===== config.mk =====
export PLATFORM = sky130hd
export DESIGN_NAME = ex_md_arbiter
export DESIGN_NICKNAME = d
export VERILOG_FILES = /design/src/rtl/ex_md_arbiter.sv
export SDC_FILE = /design/constraint.sdc
export NUM_CORES = 1
export LEC_CHECK = 0
export BUFFER_PORTS_ARGS = -buffer_cell sky130_fd_sc_hd__buf_2
export CORE_MARGIN = 1
export CORE_UTILIZATION = 35
export DETAILED_ROUTE_END_ITERATION = 12
export HOLD_SLACK_MARGIN = 0.15
export PLACE_DENSITY = 0.62
export SYNTH_ARGS = -nofsm -noshare
export SYNTH_HDL_FRONTEND = slang
export SYNTH_SLANG_ARGS = --single-unit

===== constraint.sdc =====
create_clock -name clk -period 5.35 [get_ports clk]
set_input_delay 0.2675 -clock clk [delete_from_list [all_inputs] [get_ports clk]]
set_output_delay 0.2675 -clock clk [all_outputs]
set_load 0.005 [all_outputs]

===== src/rtl/ex_md_arbiter.sv =====
// Shares one iterative multiply/divide unit between execute sub-pipes sub0 and sub1.
// Grants by program order, sequences start/done, stalls requesters and drops flushed results.
module ex_md_arbiter #(
  parameter int unsigned DATA_WD  = 32,
  parameter int unsigned OP_WD    = 2,
  parameter int unsigned WDOG_MAX = 64
) (
  input  logic               clk,
  input  logic               reset,
  input  logic               flush,
  input  logic               req0_valid,
  input  logic               req0_first,
  input  logic [OP_WD-1:0]   req0_op,
  input  logic [DATA_WD-1:0] req0_src1,
  input  logic [DATA_WD-1:0] req0_src2,
  input  logic               req1_valid,
  input  logic               req1_first,
  input  logic [OP_WD-1:0]   req1_op,
  input  logic [DATA_WD-1:0] req1_src1,
  input  logic [DATA_WD-1:0] req1_src2,
  output logic               md_start,
  output logic [OP_WD-1:0]   md_op,
  output logic [DATA_WD-1:0] md_src1,
  output logic [DATA_WD-1:0] md_src2,
  input  logic               md_done,
  input  logic [DATA_WD-1:0] md_hi,
  input  logic [DATA_WD-1:0] md_lo,
  output logic               resp_valid,
  output logic               resp_id,
  output logic [DATA_WD-1:0] resp_hi,
  output logic [DATA_WD-1:0] resp_lo,
  output logic               stall0,
  output logic               stall1,
  output logic               md_err
);

  localparam int unsigned CNT_WD = $clog2(WDOG_MAX + 1);
  localparam logic [CNT_WD-1:0] WDOG_LIM = CNT_WD'(WDOG_MAX);

  typedef enum logic [2:0] {IDLE, START, BUSY, RESP, DRAIN} state_e;

  state_e             state_q, state_d;
  logic               md_start_q, md_start_d;
  logic [OP_WD-1:0]   op_q, op_d;
  logic [DATA_WD-1:0] src1_q, src1_d;
  logic [DATA_WD-1:0] src2_q, src2_d;
  logic               id_q, id_d;
  logic               resp_q, resp_d;
  logic [DATA_WD-1:0] hi_q, hi_d;
  logic [DATA_WD-1:0] lo_q, lo_d;
  logic [CNT_WD-1:0]  cnt_q, cnt_d;
  logic [CNT_WD-1:0]  cnt_inc;
  logic               err_q, err_d;
  logic               grant1;

  always_comb begin
    state_d    = state_q;
    md_start_d = 1'b0;
    op_d       = op_q;
    src1_d     = src1_q;
    src2_d     = src2_q;
    id_d       = id_q;
    resp_d     = 1'b0;
    hi_d       = hi_q;
    lo_d       = lo_q;
    cnt_d      = cnt_q;
    err_d      = err_q;
    cnt_inc    = cnt_q + CNT_WD'(1);
    // sub1 wins only when it alone is the older instruction, or sub0 is not requesting
    grant1     = req1_valid & (~req0_valid | (req1_first & ~req0_first));

    unique case (state_q)
      IDLE: begin
        if ((req0_valid | req1_valid) & ~flush) begin
          id_d       = grant1;
          op_d       = grant1 ? req1_op   : req0_op;
          src1_d     = grant1 ? req1_src1 : req0_src1;
          src2_d     = grant1 ? req1_src2 : req0_src2;
          md_start_d = 1'b1;
          state_d    = START;
        end
      end
      START: begin
        cnt_d   = '0;
        state_d = flush ? DRAIN : BUSY;
      end
      BUSY: begin
        if (md_done) begin
          if (flush) begin
            state_d = IDLE;
          end else begin
            hi_d    = md_hi;
            lo_d    = md_lo;
            resp_d  = 1'b1;
            state_d = RESP;
          end
        end else begin
          if (flush) state_d = DRAIN;
          if (cnt_q != WDOG_LIM) begin
            cnt_d = cnt_inc;
            if (cnt_inc == WDOG_LIM) err_d = 1'b1;
          end
        end
      end
      RESP:  state_d = IDLE;
      DRAIN: if (md_done) state_d = IDLE;
      default: state_d = IDLE;
    endcase
  end

  always_ff @(posedge clk or posedge reset) begin
    if (reset) begin
      state_q    <= IDLE;
      md_start_q <= 1'b0;
      op_q       <= '0;
      src1_q     <= '0;
      src2_q     <= '0;
      id_q       <= 1'b0;
      resp_q     <= 1'b0;
      hi_q       <= '0;
      lo_q       <= '0;
      cnt_q      <= '0;
      err_q      <= 1'b0;
    end else begin
      state_q    <= state_d;
      md_start_q <= md_start_d;
      op_q       <= op_d;
      src1_q     <= src1_d;
      src2_q     <= src2_d;
      id_q       <= id_d;
      resp_q     <= resp_d;
      hi_q       <= hi_d;
      lo_q       <= lo_d;
      cnt_q      <= cnt_d;
      err_q      <= err_d;
    end
  end

  assign md_start = md_start_q;
  assign md_op    = op_q;
  assign md_src1  = src1_q;
  assign md_src2  = src2_q;
  // A flush arriving during the response cycle cancels the return
  assign resp_valid = resp_q & ~flush;
  assign resp_id    = id_q;
  assign resp_hi    = hi_q;
  assign resp_lo    = lo_q;
  assign md_err     = err_q;

  assign stall0 = req0_valid & ~(resp_valid & ~resp_id) & ~flush;
  assign stall1 = req1_valid & ~(resp_valid &  resp_id) & ~flush;

endmodule


==> impl_metrics.ini, run 1 <==
[drt]
finalWirelength_mm = 17.9
num_vias = 5420
drt-wirelength-per-cell_um = 15.2
vias_per_cell = 4.59
drt-pass1-iter-count = 6
drc = 0
drtIter0Drc = 158
antenna_left = 0

[flow_run]
max_cap_violations = 0

[finish]
register_area_mm2 = 0.00360
multi_input_area_mm2 = 0.00244
drive_gt1_frac = 0.472
fillers = 1510
fin_nets = 1149
area_growth_pct = 53.3

[clock_network]
cts_tree = yes
ctsResizeCount = 0
worstSkewPairLatency_ps = 410
clk_pin_slew_ps = 60
h-tree-depth = 4
cts_buffers = 17
clockRootBuffer = clkbuf_16
hold_buffers = 102
cts_sinks = 144
cts.path.max_buffers = 2
post_cts_buffers = 0

[synthesis]
synth_seq_cells = 144
syn_inst = 507
synthArstFlopShare = 1.00
netlist_area_mm2 = 0.00632
yosys_warnings = 0
yosys.area.top_type = dfrtp_1
synth_top_area_share = 0.570
synth_fp_nets = 714
syn_avg_cell_area_um2 = 12.5
yosysUniqueCellTypes = 39
synth_seq_area_share = 0.570
synthFlopType = dfrtp_1
synth_edf_count = 0
synth_area_leaders = dfrtp_1 57%, mux2_2 12%, mux2i_1 11%

[setup_path]
rrSetupSlack_ps = 2670
worstPathArrival_ps = 2970
path_class = flop to flop
worstSetupStartpointType = flop
cp-startpoint = state_q[2]$_DFFE_PP0P_
r2r_start = state_q[2]$_DFFE_PP0P_
end_kind = flop
critPathRequiredTime_ps = 5640
crit_fanout = 39

[grt]
grt_max_degree = 84
antenna_found_initial = 3
grt.total_usage = 0.194
busiest_layer = met2
gr-usage-met3 = 0.0522
grt_pass1_wl_mm = 27.1
grt_use_met2 = 0.342
grt_pass1_vias = 5216
use_met1 = 0.222
gr-total-overflow = 0

[timing]
tightest_slew_ps = 795
period_share = 0.501
finalCriticalPeriod_ps = 2680
slew_headroom = 0.470
hold_viol = 0
rsz0062_at_grt = false
worst_hold_slack_ps = 167
clock_skew_ps = 6.28
setup_viol = 0
tns_ps = 0
slew_viol_final = 0
max_freq_ghz = 0.373

[place]
hpwl_mm = 12.5
globalplace.congestion = 0.801
io_buffers = 339

[floorplan]
dieArea_mm2 = 0.0186
ios = 340
num_rows = 48
die_height_um = 136
start_util = 0.362
fp.dieW_um = 136
coreArea_mm2 = 0.0175

[worst_hold_path]
hold_start = req0_src1[3]
hp-class = primary input to flop

[pwr]
ir_worst_vdd_mv = 0.258
power.density_mw_per_mm2 = 467
leakage_nw = 4.73

[status]
outcome = finished, final reports clean
[per-stage QoR]
step	cell area (um^2)	power [mW]	setup WS, ps	util	cells
finish	9690	4.52	2670	0.555	1181
global route	9690	4.83	2530	0.555	1181
CTS	9690	4.59	2650	0.555	1180
detailed placement	8100	3.35	2670	0.463	1046
global placement	8100	3.31	2700	0.463	1046
floorplan	6320	2.64	1220	-	507
[Yosys cell counts, types with 2 or more instances]
master,instances
nor2_4,2
mux2_2,65
nor2b_1,2
ha_1,3
mux2i_1,68
buf_2,17
xnor2_1,3
o2bb2ai_1,3
buf_4,7
a31oi_1,2
nor2_1,73
dfrtp_1,144
a22o_1,2
and3_1,2
or3_4,2
inv_1,7
a21oi_1,71
nor3_1,2
buf_12,6
nand2b_1,2
nand2_1,4
nand3_1,3
[layout by cell type, fill, tap and decap left out, types with 2 or more instances in the layout]
master,count
buf_2,339
dfrtp_1,144
dlygate4sd3_1,102
nor2_1,73
a21oi_1,70
mux2i_1,68
mux2_2,65
clkbuf_16,17
inv_1,6
inv_6,6
buf_4,6
nand2_1,4
o2bb2ai_1,3
nand3_1,3
xnor2_1,3
ha_1,3
or3_4,2
a22o_1,2
nor3_1,2
and3_1,2
nor2_4,2
nand2b_1,2
nor2b_1,2
a31oi_1,2
clkinvlp_4,2
clkinv_4,2
clkinv_2,2
[metal layers]
metal / vias up / wire length, um
met5: - / 26
li1: 2652 / -
met4: 4 / 330
met2: 184 / 9540
met1: 2556 / 7010
met3: 24 / 1030
[worst max-delay path, cell delays in order, from the launching register on]
cell,delay (ps)
dfrtp_1,500
or3_4,460
nor2_4,610
buf_4,560
mux2_2,410
[area by class of cell]
cell class | instances | area share
clock buffers | 19 | 0.0457
inverters | 7 | 0.00323
flip-flops and latches | 144 | 0.372
multi-input cells | 325 | 0.252
diodes | 1 | 0.000258
well taps | 225 | 0.0290
clock inverters | 13 | 0.0132
repair buffers | 447 | 0.285
[cell families after synthesis]
kind of cell	after synthesis	share of synthesized area
buf+inv	38	0.0455
fa+ha+maj	3	0.00594
simple gates	98	0.0697
xor+xnor	3	0.00416
compound gates	87	0.0796
mux	134	0.225
flops	144	0.570
[power by group]
group          switching, mW  total, mW  leakage (nW)  internal, mW
Combinational          0.736       1.54          2.74         0.808
Clock                  0.477       1.14         0.277         0.662
Sequential             0.266       1.84          1.71          1.57
[state kept, by name, indices dropped and copies added (netlist names)]
register / count
md_src1: 32
resp_id: 1
cnt_q: 7
resp_lo: 32
md_start: 1
md_err: 1
md_op: 2
state_q: 3
resp_hi: 32
md_src2: 32
resp_q: 1
[final timing paths]
check,endpoint,cells past startpoint
min in group asynchronous,resp_lo[19]$_DFFE_PP0P_,3
worst max register to register,resp_hi[14]$_DFFE_PP0P_,4
worst max-delay path,resp_hi[14]$_DFFE_PP0P_,4
worst min-delay path,md_src1[3]$_DFFE_PP0P_,3
max in group asynchronous,md_src1[21]$_DFFE_PP0P_,4
worst min register to register,md_err$_DFFE_PP0P_,2
No activity file was read; power rests on OpenSTA's default activity.
==> run 2: changes to the inputs <==
--- a/config.mk
+++ b/config.mk
@@ -5,6 +5,7 @@
 export SDC_FILE = /design/constraint.sdc
 export NUM_CORES = 1
 export LEC_CHECK = 0
+export ABC_AREA = 1
 export BUFFER_PORTS_ARGS = -buffer_cell sky130_fd_sc_hd__buf_2
 export CORE_MARGIN = 1
 export CORE_UTILIZATION = 35
==> constraint.sdc (replaced) <==
create_clock -name clk -period 2.7 [get_ports clk]
set_input_delay 0.135 -clock clk [delete_from_list [all_inputs] [get_ports clk]]
set_output_delay 0.135 -clock clk [all_outputs]
set_load 0.005 [all_outputs]
==> run 2 against run 1 <==
  * Sequential power is 98% higher
  * First-iteration DRC count increased by 84%
  * Routed wire length grew 22%
  * Sequential share of layout area shrank 3.4 points
  * Global-route usage is 4.2 points higher
  * Count of clock-buffer cells in the layout fell by 2
  * Largest cell class is now buffers
  * Die area shrank 1.0%
  * Setup slack got worse by 2500 ps
  * Cell count grew 28%
  * Total power up 120%
  * Non-clock buffer count rose by 101
  * Clock power up 130%
==> impl_metrics.ini, run 2 <==
[clock_network]
cts_buffers = 17
ctsResizeCount = 0
clk_pin_slew_ps = 60
post_cts_buffers = 0
worstSkewPairLatency_ps = 420
clockRootBuffer = clkbuf_16
hold_buffers = 199
h-tree-depth = 4
cts.path.max_buffers = 2
cts_sinks = 144
cts_tree = yes

[place]
io_buffers = 339
globalplace.congestion = 0.804
place_ws_ps = 856
hpwl_mm = 13.1

[grt]
grt_use_met2 = 0.414
gr-usage-met3 = 0.0527
grt_pass1_vias = 7025
gr-total-overflow = 0
grt_pass1_wl_mm = 34.1
grt_max_degree = 145
antenna_found_initial = 4
use_met1 = 0.270
grt.total_usage = 0.236
busiest_layer = met2

[drt]
num_vias = 7046
vias_per_cell = 4.67
drc = 0
drtIter0Drc = 290
drt-pass1-iter-count = 5
finalWirelength_mm = 21.9
drt-wirelength-per-cell_um = 14.5
antenna_left = 0

[setup_path]
slowest_delay_ps = 580
worstSetupStartpointType = primary input
path_cells = dlygate4sd3_1 -> buf_2 -> inv_2 -> o21ai_2 -> nor2_4 -> inv_2 -> buf_4 -> a21oi_1 -> a21oi_1 -> dlygate4sd3_1
worstPathArrival_ps = 2860
end_kind = flop
slowest_stage = dlygate4sd3_1
crit_buf_inv = 6
path_class = primary input to flop
critPathTopFamily = buffers and inverters
critPathRequiredTime_ps = 3050
crit_fanout = 37

[synthesis]
synth_top_area_share = 0.576
synth_fp_nets = 950
yosys.area_share.simple = 0.241
synth_commonest_cells = 289 x nand2_1, 144 x dfrtp_1, 79 x nor2_1, 64 x a21oi_1, 47 x o21ai_0
netlist_area_mm2 = 0.00626
yosys.area.top_type = dfrtp_1
synth.mux.area_fraction = 0
synth_top_family_by_area = simple AND/OR/NAND/NOR gates
synth_area_leaders = dfrtp_1 58%, nand2_1 17%, a21oi_1 5.1%
synthXorXnorAreaFrac = 0.00140
synthArstFlopShare = 1.00
yosys.area_share.adder = 0.00600
synth_seq_area_share = 0.576
syn_inst = 743
synthFlopType = dfrtp_1
syn_avg_cell_area_um2 = 8.42
synth_compound_area_frac = 0.119
yosysMostFrequentCell = nand2_1
yosys_warnings = 0
yosysUniqueCellTypes = 26
synth_edf_count = 0
synth_seq_cells = 144

[finish]
area_growth_pct = 70.8
fin_nets = 1475
final_cell_mix = 339 x buf_2, 288 x nand2_1, 199 x dlygate4sd3_1, 144 x dfrtp_1, 79 x nor2_1
drive_gt1_frac = 0.306
mostFrequentLayoutCell = buf_2
fillers = 1460

[timing]
tightest_slew_ps = 826
max_freq_ghz = 0.398
period_share = 0.930
rsz0062_at_grt = false
setup_slack_ps = 189
slew_headroom = 0.449
tns_ps = 0
hold_viol = 0
worst_hold_slack_ps = 262
finalCriticalPeriod_ps = 2510
slew_viol_final = 0
clock_skew_ps = 12.8
setup_viol = 0

[floorplan]
num_rows = 48
dieArea_mm2 = 0.0184
ios = 340
fp.dieW_um = 136
coreArea_mm2 = 0.0174
die_height_um = 136
start_util = 0.360

[flow_run]
max_cap_violations = 0

[pwr]
ir_worst_vdd_mv = 0.478
leakage_nw = 5.59
power.density_mw_per_mm2 = 948

[worst_hold_path]
hp-class = primary input to flop

[status]
outcome = finished, final reports clean
==> run 2: through the flow <==
step | utilization | instances | total power, mW | area [um^2]
after CTS | 0.615 | 1504 | 10.1 | 10700
after global placement | 0.463 | 1275 | 6.47 | 8040
after floorplan | - | 743 | 5.10 | 6260
after detailed placement | 0.463 | 1275 | 6.54 | 8040
after global routing | 0.615 | 1508 | 10.8 | 10700
final | 0.615 | 1508 | 10.1 | 10700
==> run 2: final timing paths <==
| check | startpoint | endpoint | slack, ps | cells after the start |
|---|---|---|---|---|
| worst max-delay path | flush | md_src1[23]$_DFFE_PP0P_ | 190 | 10 |
| worst min-delay path | req1_valid | state_q[0]$_DFFE_PP0P_ | 260 | 5 |
| worst max register to register | state_q[0]$_DFFE_PP0P_ | md_src1[1]$_DFFE_PP0P_ | 220 | 7 |
| worst min register to register | md_err$_DFFE_PP0P_ | md_err$_DFFE_PP0P_ | 460 | 2 |
| max in group asynchronous | reset | resp_lo[16]$_DFFE_PP0P_ | 1560 | 4 |
| min in group asynchronous | reset | md_src2[23]$_DFFE_PP0P_ | 480 | 4 |
==> run 2: worst register-to-register path: cells and delay by family, from the launching register on <==
kind / cells / cell delay (ps)
compound gates: 2 / 530
simple gates: 3 / 400
flops: 1 / 400
buf+inv: 2 / 1110
==> run 2: layout make-up <==
type | count | area (um^2) | area share
multi-input cells | 539 | 2300 | 0.216
flip-flops and latches | 144 | 3600 | 0.337
repair buffers | 548 | 3780 | 0.353
clock inverters | 13 | 211 | 0.0198
inverters | 18 | 71.3 | 0.00668
diodes | 4 | 10.0 | 0.000937
well taps | 225 | 282 | 0.0264
clock buffers | 17 | 425 | 0.0398
==> run 2: logic make-up (layout without fill, tap and decap cells) <==
family / Yosys count / count (layout)
other: 0 / 4
buffers and inverters: 60 / 596
adders and majority gates: 3 / 3
and+or+nand+nor: 389 / 389
xor gates and xnor gates: 1 / 1
AOI/OAI and AO/OA: 146 / 146
DFF: 144 / 144
==> run 2: routing by layer <==
metal	share of wire	wire length [um]
met1	0.40	8780
met2	0.51	11100
met3	0.068	1490
met4	0.026	572
met5	0	0
==> run 2: where the power goes <==
group	switching (mW)	internal [mW]
registers	0.520	3.12
logic	1.80	2.11
clock network	0.935	1.64
